===== config.mk =====
export PLATFORM = sky130hd
export DESIGN_NAME = uart_fifo_io
export DESIGN_NICKNAME = d
export VERILOG_FILES = /design/src/rtl/uart_fifo_io.sv
export SDC_FILE = /design/constraint.sdc
export NUM_CORES = 1
export LEC_CHECK = 0
export CAP_MARGIN = 20
export CORE_MARGIN = 1
export CORE_UTILIZATION = 40
export CTS_BUF_LIST = sky130_fd_sc_hd__clkbuf_4 sky130_fd_sc_hd__clkbuf_8
export CTS_CLUSTER_SIZE = 8
export DETAILED_ROUTE_END_ITERATION = 10
export GPL_TIMING_DRIVEN = 1
export PLACE_DENSITY = 0.56
export SLEW_MARGIN = 5
export SYNTH_ARGS = -nofsm -noshare
export SYNTH_HDL_FRONTEND = slang
export SYNTH_SLANG_ARGS = --single-unit

===== constraint.sdc =====
create_clock -name clk -period 6.2 [get_ports clk]
set_clock_uncertainty 0.05 [all_clocks]
set_input_delay 0.93 -clock clk [delete_from_list [all_inputs] [get_ports clk]]
set_output_delay 0.93 -clock clk [all_outputs]
set_load 0.01 [all_outputs]

===== src/rtl/uart_fifo_io.sv =====
// 8N1 UART behind a two-port CPU I/O window with TX and RX FIFOs.
// Optional interrupt enables and irq output are built when UART_FIFO_IO_IRQ_EN is defined.

module uart_fifo_io_fifo #(
  parameter int DEPTH_LOG2 = 4
) (
  input  logic       clk,
  input  logic       rst,
  input  logic       flush_i,
  input  logic       push_i,
  input  logic       pop_i,
  input  logic [7:0] din_i,
  output logic [7:0] head_o,
  output logic       empty_o,
  output logic       full_o
);
  localparam int PW = DEPTH_LOG2 + 1;

  logic [7:0]    mem_q [2**DEPTH_LOG2];
  logic [PW-1:0] wp_q, wp_d, rp_q, rp_d;

  always_comb begin
    wp_d = wp_q;
    rp_d = rp_q;
    if (flush_i) begin
      wp_d = '0;
      rp_d = '0;
    end else begin
      if (push_i) wp_d = wp_q + 1'b1;
      if (pop_i)  rp_d = rp_q + 1'b1;
    end
  end

  always_ff @(posedge clk or posedge rst) begin
    if (rst) begin
      wp_q <= '0;
      rp_q <= '0;
    end else begin
      wp_q <= wp_d;
      rp_q <= rp_d;
    end
  end

  always_ff @(posedge clk) begin
    if (push_i) mem_q[wp_q[PW-2:0]] <= din_i;
  end

  // Extra pointer MSB distinguishes full from empty when the index bits match.
  assign head_o  = mem_q[rp_q[PW-2:0]];
  assign empty_o = (wp_q == rp_q);
  assign full_o  = (wp_q[PW-1] != rp_q[PW-1]) && (wp_q[PW-2:0] == rp_q[PW-2:0]);
endmodule

module uart_fifo_io #(
  parameter int         CLK_HZ     = 50_000_000,
  parameter int         BAUD       = 115_200,
  parameter int         DEPTH_LOG2 = 4,
  parameter logic [7:0] BASE       = 8'hE8
) (
  input  logic       clk,
  input  logic       rst,
  input  logic [7:0] addr,
  input  logic       wr,
  input  logic       rd,
  input  logic [7:0] din,
  output logic [7:0] dout,
  input  logic       rx,
  output logic       tx,
  output logic       irq
);
  localparam int         DIV_RAW = (CLK_HZ + 8 * BAUD) / (16 * BAUD);
  localparam int         DIV     = (DIV_RAW < 1) ? 1 : DIV_RAW;
  localparam int         DIV_W   = (DIV > 1) ? $clog2(DIV) : 1;
  localparam logic [7:0] BASE_P1 = BASE + 8'd1;

  typedef enum logic [1:0] {ST_IDLE, ST_START, ST_DATA, ST_STOP} st_e;

  logic [DIV_W-1:0] div_q;
  logic             tick;

  always_ff @(posedge clk or posedge rst) begin
    if (rst) div_q <= '0;
    else     div_q <= tick ? '0 : div_q + 1'b1;
  end
  assign tick = (div_q == DIV_W'(DIV - 1));

  logic sel_data, sel_ctl, flush;
  assign sel_data = (addr == BASE);
  assign sel_ctl  = (addr == BASE_P1);
  assign flush    = wr & sel_ctl & din[7];

  logic       tx_push, tx_pop, tx_empty, tx_full;
  logic [7:0] tx_head;
  logic       rx_push, rx_pop, rx_empty, rx_full;
  logic [7:0] rx_head;

  st_e        tx_st_q;
  logic [3:0] tx_cnt_q;
  logic [2:0] tx_bit_q;
  logic [7:0] tx_sh_q;
  logic       tx_q;

  assign tx_push = wr & sel_data & ~tx_full;
  assign tx_pop  = tick & ~tx_empty &
                   ((tx_st_q == ST_IDLE) | ((tx_st_q == ST_STOP) & (tx_cnt_q == 4'd15)));

  uart_fifo_io_fifo #(.DEPTH_LOG2(DEPTH_LOG2)) u_txf (
    .clk(clk), .rst(rst), .flush_i(flush), .push_i(tx_push), .pop_i(tx_pop),
    .din_i(din), .head_o(tx_head), .empty_o(tx_empty), .full_o(tx_full)
  );

  // Transmitter: a new frame starts straight from STOP when more data is queued.
  always_ff @(posedge clk or posedge rst) begin
    if (rst) begin
      tx_st_q  <= ST_IDLE;
      tx_cnt_q <= '0;
      tx_bit_q <= '0;
      tx_sh_q  <= '0;
      tx_q     <= 1'b1;
    end else if (tick) begin
      case (tx_st_q)
        ST_IDLE: begin
          if (!tx_empty) begin
            tx_st_q  <= ST_START;
            tx_q     <= 1'b0;
            tx_sh_q  <= tx_head;
            tx_cnt_q <= '0;
          end
        end
        ST_START: begin
          tx_cnt_q <= tx_cnt_q + 1'b1;
          if (tx_cnt_q == 4'd15) begin
            tx_st_q  <= ST_DATA;
            tx_q     <= tx_sh_q[0];
            tx_bit_q <= '0;
          end
        end
        ST_DATA: begin
          tx_cnt_q <= tx_cnt_q + 1'b1;
          if (tx_cnt_q == 4'd15) begin
            if (tx_bit_q == 3'd7) begin
              tx_st_q <= ST_STOP;
              tx_q    <= 1'b1;
            end else begin
              tx_bit_q <= tx_bit_q + 1'b1;
              tx_sh_q  <= {1'b0, tx_sh_q[7:1]};
              tx_q     <= tx_sh_q[1];
            end
          end
        end
        default: begin
          tx_cnt_q <= tx_cnt_q + 1'b1;
          if (tx_cnt_q == 4'd15) begin
            if (!tx_empty) begin
              tx_st_q <= ST_START;
              tx_q    <= 1'b0;
              tx_sh_q <= tx_head;
            end else begin
              tx_st_q <= ST_IDLE;
            end
          end
        end
      endcase
    end
  end
  assign tx = tx_q;

  logic rx_m_q, rx_s_q, rx_prev_q;

  always_ff @(posedge clk or posedge rst) begin
    if (rst) begin
      rx_m_q    <= 1'b1;
      rx_s_q    <= 1'b1;
      rx_prev_q <= 1'b1;
    end else begin
      rx_m_q    <= rx;
      rx_s_q    <= rx_m_q;
      rx_prev_q <= rx_s_q;
    end
  end

  st_e        rx_st_q;
  logic [3:0] rx_cnt_q;
  logic [2:0] rx_bit_q;
  logic [7:0] rx_sh_q;
  logic       rx_vld_q, rx_ferr_q;

  // Receiver: START is checked mid-bit, then each later sample lands 16 ticks on.
  always_ff @(posedge clk or posedge rst) begin
    if (rst) begin
      rx_st_q   <= ST_IDLE;
      rx_cnt_q  <= '0;
      rx_bit_q  <= '0;
      rx_sh_q   <= '0;
      rx_vld_q  <= 1'b0;
      rx_ferr_q <= 1'b0;
    end else begin
      rx_vld_q  <= 1'b0;
      rx_ferr_q <= 1'b0;
      case (rx_st_q)
        ST_IDLE: begin
          if (rx_prev_q && !rx_s_q) begin
            rx_st_q  <= ST_START;
            rx_cnt_q <= '0;
          end
        end
        ST_START: begin
          if (tick) begin
            rx_cnt_q <= rx_cnt_q + 1'b1;
            if (rx_cnt_q == 4'd7) begin
              rx_cnt_q <= '0;
              rx_bit_q <= '0;
              rx_st_q  <= rx_s_q ? ST_IDLE : ST_DATA;
            end
          end
        end
        ST_DATA: begin
          if (tick) begin
            rx_cnt_q <= rx_cnt_q + 1'b1;
            if (rx_cnt_q == 4'd15) begin
              rx_sh_q  <= {rx_s_q, rx_sh_q[7:1]};
              rx_bit_q <= rx_bit_q + 1'b1;
              if (rx_bit_q == 3'd7) rx_st_q <= ST_STOP;
            end
          end
        end
        default: begin
          if (tick) begin
            rx_cnt_q <= rx_cnt_q + 1'b1;
            if (rx_cnt_q == 4'd15) begin
              rx_st_q   <= ST_IDLE;
              rx_vld_q  <= rx_s_q;
              rx_ferr_q <= ~rx_s_q;
            end
          end
        end
      endcase
    end
  end

  assign rx_pop  = rd & sel_data & ~rx_empty;
  assign rx_push = rx_vld_q & (~rx_full | rx_pop);

  uart_fifo_io_fifo #(.DEPTH_LOG2(DEPTH_LOG2)) u_rxf (
    .clk(clk), .rst(rst), .flush_i(flush), .push_i(rx_push), .pop_i(rx_pop),
    .din_i(rx_sh_q), .head_o(rx_head), .empty_o(rx_empty), .full_o(rx_full)
  );

  logic txovr_q, txovr_d, ferr_q, ferr_d, rxovr_q, rxovr_d, sts_clr, txe;

  // Set events are ORed after the clear so they win in the same cycle.
  assign sts_clr = rd & sel_ctl;
  assign txovr_d = (txovr_q & ~sts_clr) | (wr & sel_data & tx_full);
  assign ferr_d  = (ferr_q  & ~sts_clr) | rx_ferr_q;
  assign rxovr_d = (rxovr_q & ~sts_clr) | (rx_vld_q & rx_full & ~rx_pop);

  always_ff @(posedge clk or posedge rst) begin
    if (rst) begin
      txovr_q <= 1'b0;
      ferr_q  <= 1'b0;
      rxovr_q <= 1'b0;
    end else begin
      txovr_q <= txovr_d;
      ferr_q  <= ferr_d;
      rxovr_q <= rxovr_d;
    end
  end

  assign txe = tx_empty & (tx_st_q == ST_IDLE);

  logic [1:0] ie_bits;
`ifdef UART_FIFO_IO_IRQ_EN
  logic rxie_q, txie_q, irq_q;

  always_ff @(posedge clk or posedge rst) begin
    if (rst) begin
      rxie_q <= 1'b0;
      txie_q <= 1'b0;
      irq_q  <= 1'b0;
    end else begin
      if (wr && sel_ctl) begin
        rxie_q <= din[0];
        txie_q <= din[1];
      end
      irq_q <= (rxie_q & ~rx_empty) | (txie_q & txe);
    end
  end
  assign ie_bits = {txie_q, rxie_q};
  assign irq     = irq_q;
`else
  assign ie_bits = 2'b00;
  assign irq     = 1'b0;
`endif

  always_comb begin
    dout = 8'h00;
    if (sel_data) begin
      if (!rx_empty) dout = rx_head;
    end else if (sel_ctl) begin
      dout = {ie_bits, txovr_q, ferr_q, rxovr_q, txe, ~tx_full, ~rx_empty};
    end
  end
endmodule


==> summary.txt <==
Power
  – Leakage: 5.446 nW
  – Final Power: 4.366 mW
  – Max IR drop VDD: 0.1765 mV
  – P per Cell Area: 282.8 nW/um^2

Cells and area
  – Diode count: 0
  – Fin cells: 1359
  – Fill cell count: between 2000 and 3000
  – Reg area: 9397 um^2
  – Net count reported at finish: 915
  – Footprint of the multi-input gates: 3958 um^2
  – Layout area overhead: 13.05%
  – Layout cells sized above 1: 21.51%

Logic synthesis
  – Sequential area share after synthesis: roughly 69%
  – Unique masters post-synth: between 70 and 80
  – Synth area leader: edfxtp_1
  – Synth Register Bits: 324
  – Synth Flop Type: edfxtp_1
  – Synth area leaders: edfxtp_1 56%, dfrtp_1 12%, mux4_2 9.9%, mux2i_1 2.1%, ha_1 2.0%
  – Syn Area/Cell: around 17 um^2
  – Post-synth EDFFs: around 260
  – Mapped Cells: 813
  – Ys Warns: 0
  – Most frequent cells after synthesis: 256 x edfxtp_1, 64 x dfrtp_1, 60 x mux4_2
  – Mapped Nets: roughly 860
  – Cell area after synthesis: 13660 um^2
  – Most instantiated library cell after synthesis: edfxtp_1
  – Top-area cell type share of the netlist area: 56.28%
  – Post-synth ARST share: 20.99%

Route
  – Final WL: around 28000 um
  – # DRC: 0
  – Initial DRT Pass Iterations: 4
  – DR WL met2: 12890 um
  – Top Metal Used: met4
  – DR iter-0 viols: 527
  – DR WL/cell: 20.80 um
  – Met3 WL: approximately 1200 um
  – Post-route ant nets: 0
  – Detail-routed via count per cell: 5.283
  – Vias: 7179
  – Metal-1 WL: 13570 um

Global route
  – Vias in the first global route: 7448
  – Largest net degree at the start of global routing: slightly below 70
  – Global route overflow: 0
  – First-pass GRT wire length: 44620 um
  – Gr usage total: 16.85%
  – Initial antenna violation count: 0

Floorplan
  – Die area: around 35000 um^2
  – Total core area: 33530 um^2
  – Io pins: 31
  – Chip width: 186.8 um
  – Die Ht: 186.8 um
  – # rows: between 60 and 70
  – Initial Util: 40.73%

Timing
  – TNS Setup: 0 ns
  – Final hold vios: 0
  – Unrepaired setup endpoints after global routing: no
  – Slew HR: 32.03%
  – Final hold slack: 0.3088 ns
  – Final period util: 72.21%
  – Worst slew pin tran: roughly 1 ns
  – Final setup fails: 0
  – Fin. max-slew vios: 0
  – Fmax: 223.4 MHz
  – Final min period: 4.477 ns

Setup path
  – Worst setup EP type: output port
  – CP Cell Sequence: buf_4, mux4_2, mux4_2, nor2b_1, clkdlybuf4s50_1
  – Crit path max-delay family: multiplexers
  – CP max FO: 15
  – CP required: 5.22 ns
  – Cell mode on critical path: mux4_2
  – Arr. time, crit path: 3.50 ns
  – Critical Path Slowest Stage Cell: dfrtp_1
  – Crit Path Class: reg2out
  – CP max stage delay: 0.93 ns
  – Startpoint types: flip-flop
  – Buf/Inv on CP: 2

Clocking
  – Hold-fix buffers, CTS: 0
  – Cells resized by post-CTS repair: 0
  – H-Tree Depth: 2
  – Setup Buffers After CTS: 0
  – Clk_lat worst skew: 0.59 ns
  – Clock transition at path regs: 0.06 ns
  – Clk sink count: approximately 320
  – Clk buf depth: 3
  – CTS tree: built
  – Root buf cell: clkbuf_8
  – TritonCTS Buffers: 53

Run status
  – Status: completed

Worst hold path
  – HP Class: reg2reg

Place
  – Dpl cells: 1264
  – Placer Congestion: 0.7182
  – DP Wirelength: between 15000 and 20000 um
  – I/O Buffers: 29

Job
  – Max_cap viols: 0
## layer usage
layer | global-route usage (%) | vias up
met5 | 0 | -
met4 | 5.233 | 0
met3 | 3.216 | 51
met2 | 25.82 | 129
met1 | 24.39 | 3668
li1 | - | 3331
## state kept, by name (all words and copies together) (netlist names), 5 cells and up
| name | cells |
|---|---|
| u_rxf.wp_q | 5 |
| tx_sh_q | 8 |
| rx_sh_q | 8 |
| div_q | 5 |
| u_rxf.mem_q | 128 |
| u_txf.rp_q | 5 |
| u_rxf.rp_q | 5 |
| u_txf.wp_q | 5 |
| u_txf.mem_q | 128 |
## cell type report
type	count	area share [%]
flip-flops and latches	324	60.86
multi-input cells	427	25.63
clock buffers	81	6.207
well taps	448	3.630
repair buffers	43	2.561
inverters	23	0.5673
clock inverters	13	0.5430
## worst reg2reg max path, delay by kind of cell (launching register included)
family           cells  cell delay [ns]
flip-flops           1             0.93
AO/OA/AOI/OAI        1             0.29
AND/OR/NAND/NOR      3             1.07
XOR/XNOR             1             0.35
## where the power goes
part	switching, mW	internal (mW)	total [mW]
Clock	0.802	1.02	1.82
Combinational	0.0989	0.0684	0.167
Sequential	0.0244	2.35	2.38
## final timing paths
path | depth (start not counted) | start | to | slack, ns
worst max register to register | 5 | u_rxf.rp_q[0]$_DFFE_PP0P_ | u_rxf.mem_q[9][2]$_DFFE_PP_ | 3.13
worst min-delay path | 0 | rx_m_q$_DFF_PP1_ | rx_s_q$_DFF_PP1_ | 0.31
max in group asynchronous | 3 | rst | u_txf.rp_q[0]$_DFFE_PP0P_ | 4.53
worst min register to register | 0 | rx_m_q$_DFF_PP1_ | rx_s_q$_DFF_PP1_ | 0.31
min in group asynchronous | 3 | rst | div_q[3]$_DFF_PP0_ | 0.91
worst max-delay path | 5 | u_rxf.rp_q[0]$_DFFE_PP0P_ | dout[7] | 1.72
## through the flow
stage          instance area [um^2]  utilization, %  setup slack [ns]
5_1_grt                       15440           46.04             1.483
4_1_cts                       15430           46.02             1.629
2_1_floorplan                 13660               -             3.049
3_3_place_gp                  14390           42.91             1.859
6_report                      15440           46.04             1.723
3_5_place_dp                  14390           42.91             1.818
## kinds of logic after synthesis
family	count (synthesis)	share of synthesized area, %
AO/OA/AOI/OAI	107	5.808
adder cells (fa/ha/maj)	22	2.015
flip-flops	324	68.78
other	1	0.02746
multiplexers	101	13.01
XOR/XNOR	23	1.475
AND/OR/NAND/NOR	173	6.642
buffers and inverters	62	2.244
## layout by cell type (no fill, tap or decap), drive strengths merged, types with 3 or more instances in the layout
cell           instances
edfxtp               256
clkbuf                81
dfrtp                 64
mux4                  60
nor2                  54
nand2                 39
mux2i                 29
clkdlybuf4s50         29
ha                    22
inv                   21
o21ai                 19
nand3                 15
nor3                  15
and3                  14
buf                   14
a21oi                 14
clkinv                13
xnor2                 12
mux2                  12
o22ai                 11
xor2                  11
o31ai                  9
nor2b                  8
a2111oi                8
a22o                   6
o211ai                 5
a21o                   4
nand4                  4
a221oi                 4
dfstp                  4
or4                    4
nor4                   4
nand2b                 3
a31oi                  3
o32ai                  3
or3                    3
(Power assumes the default switching activity.)
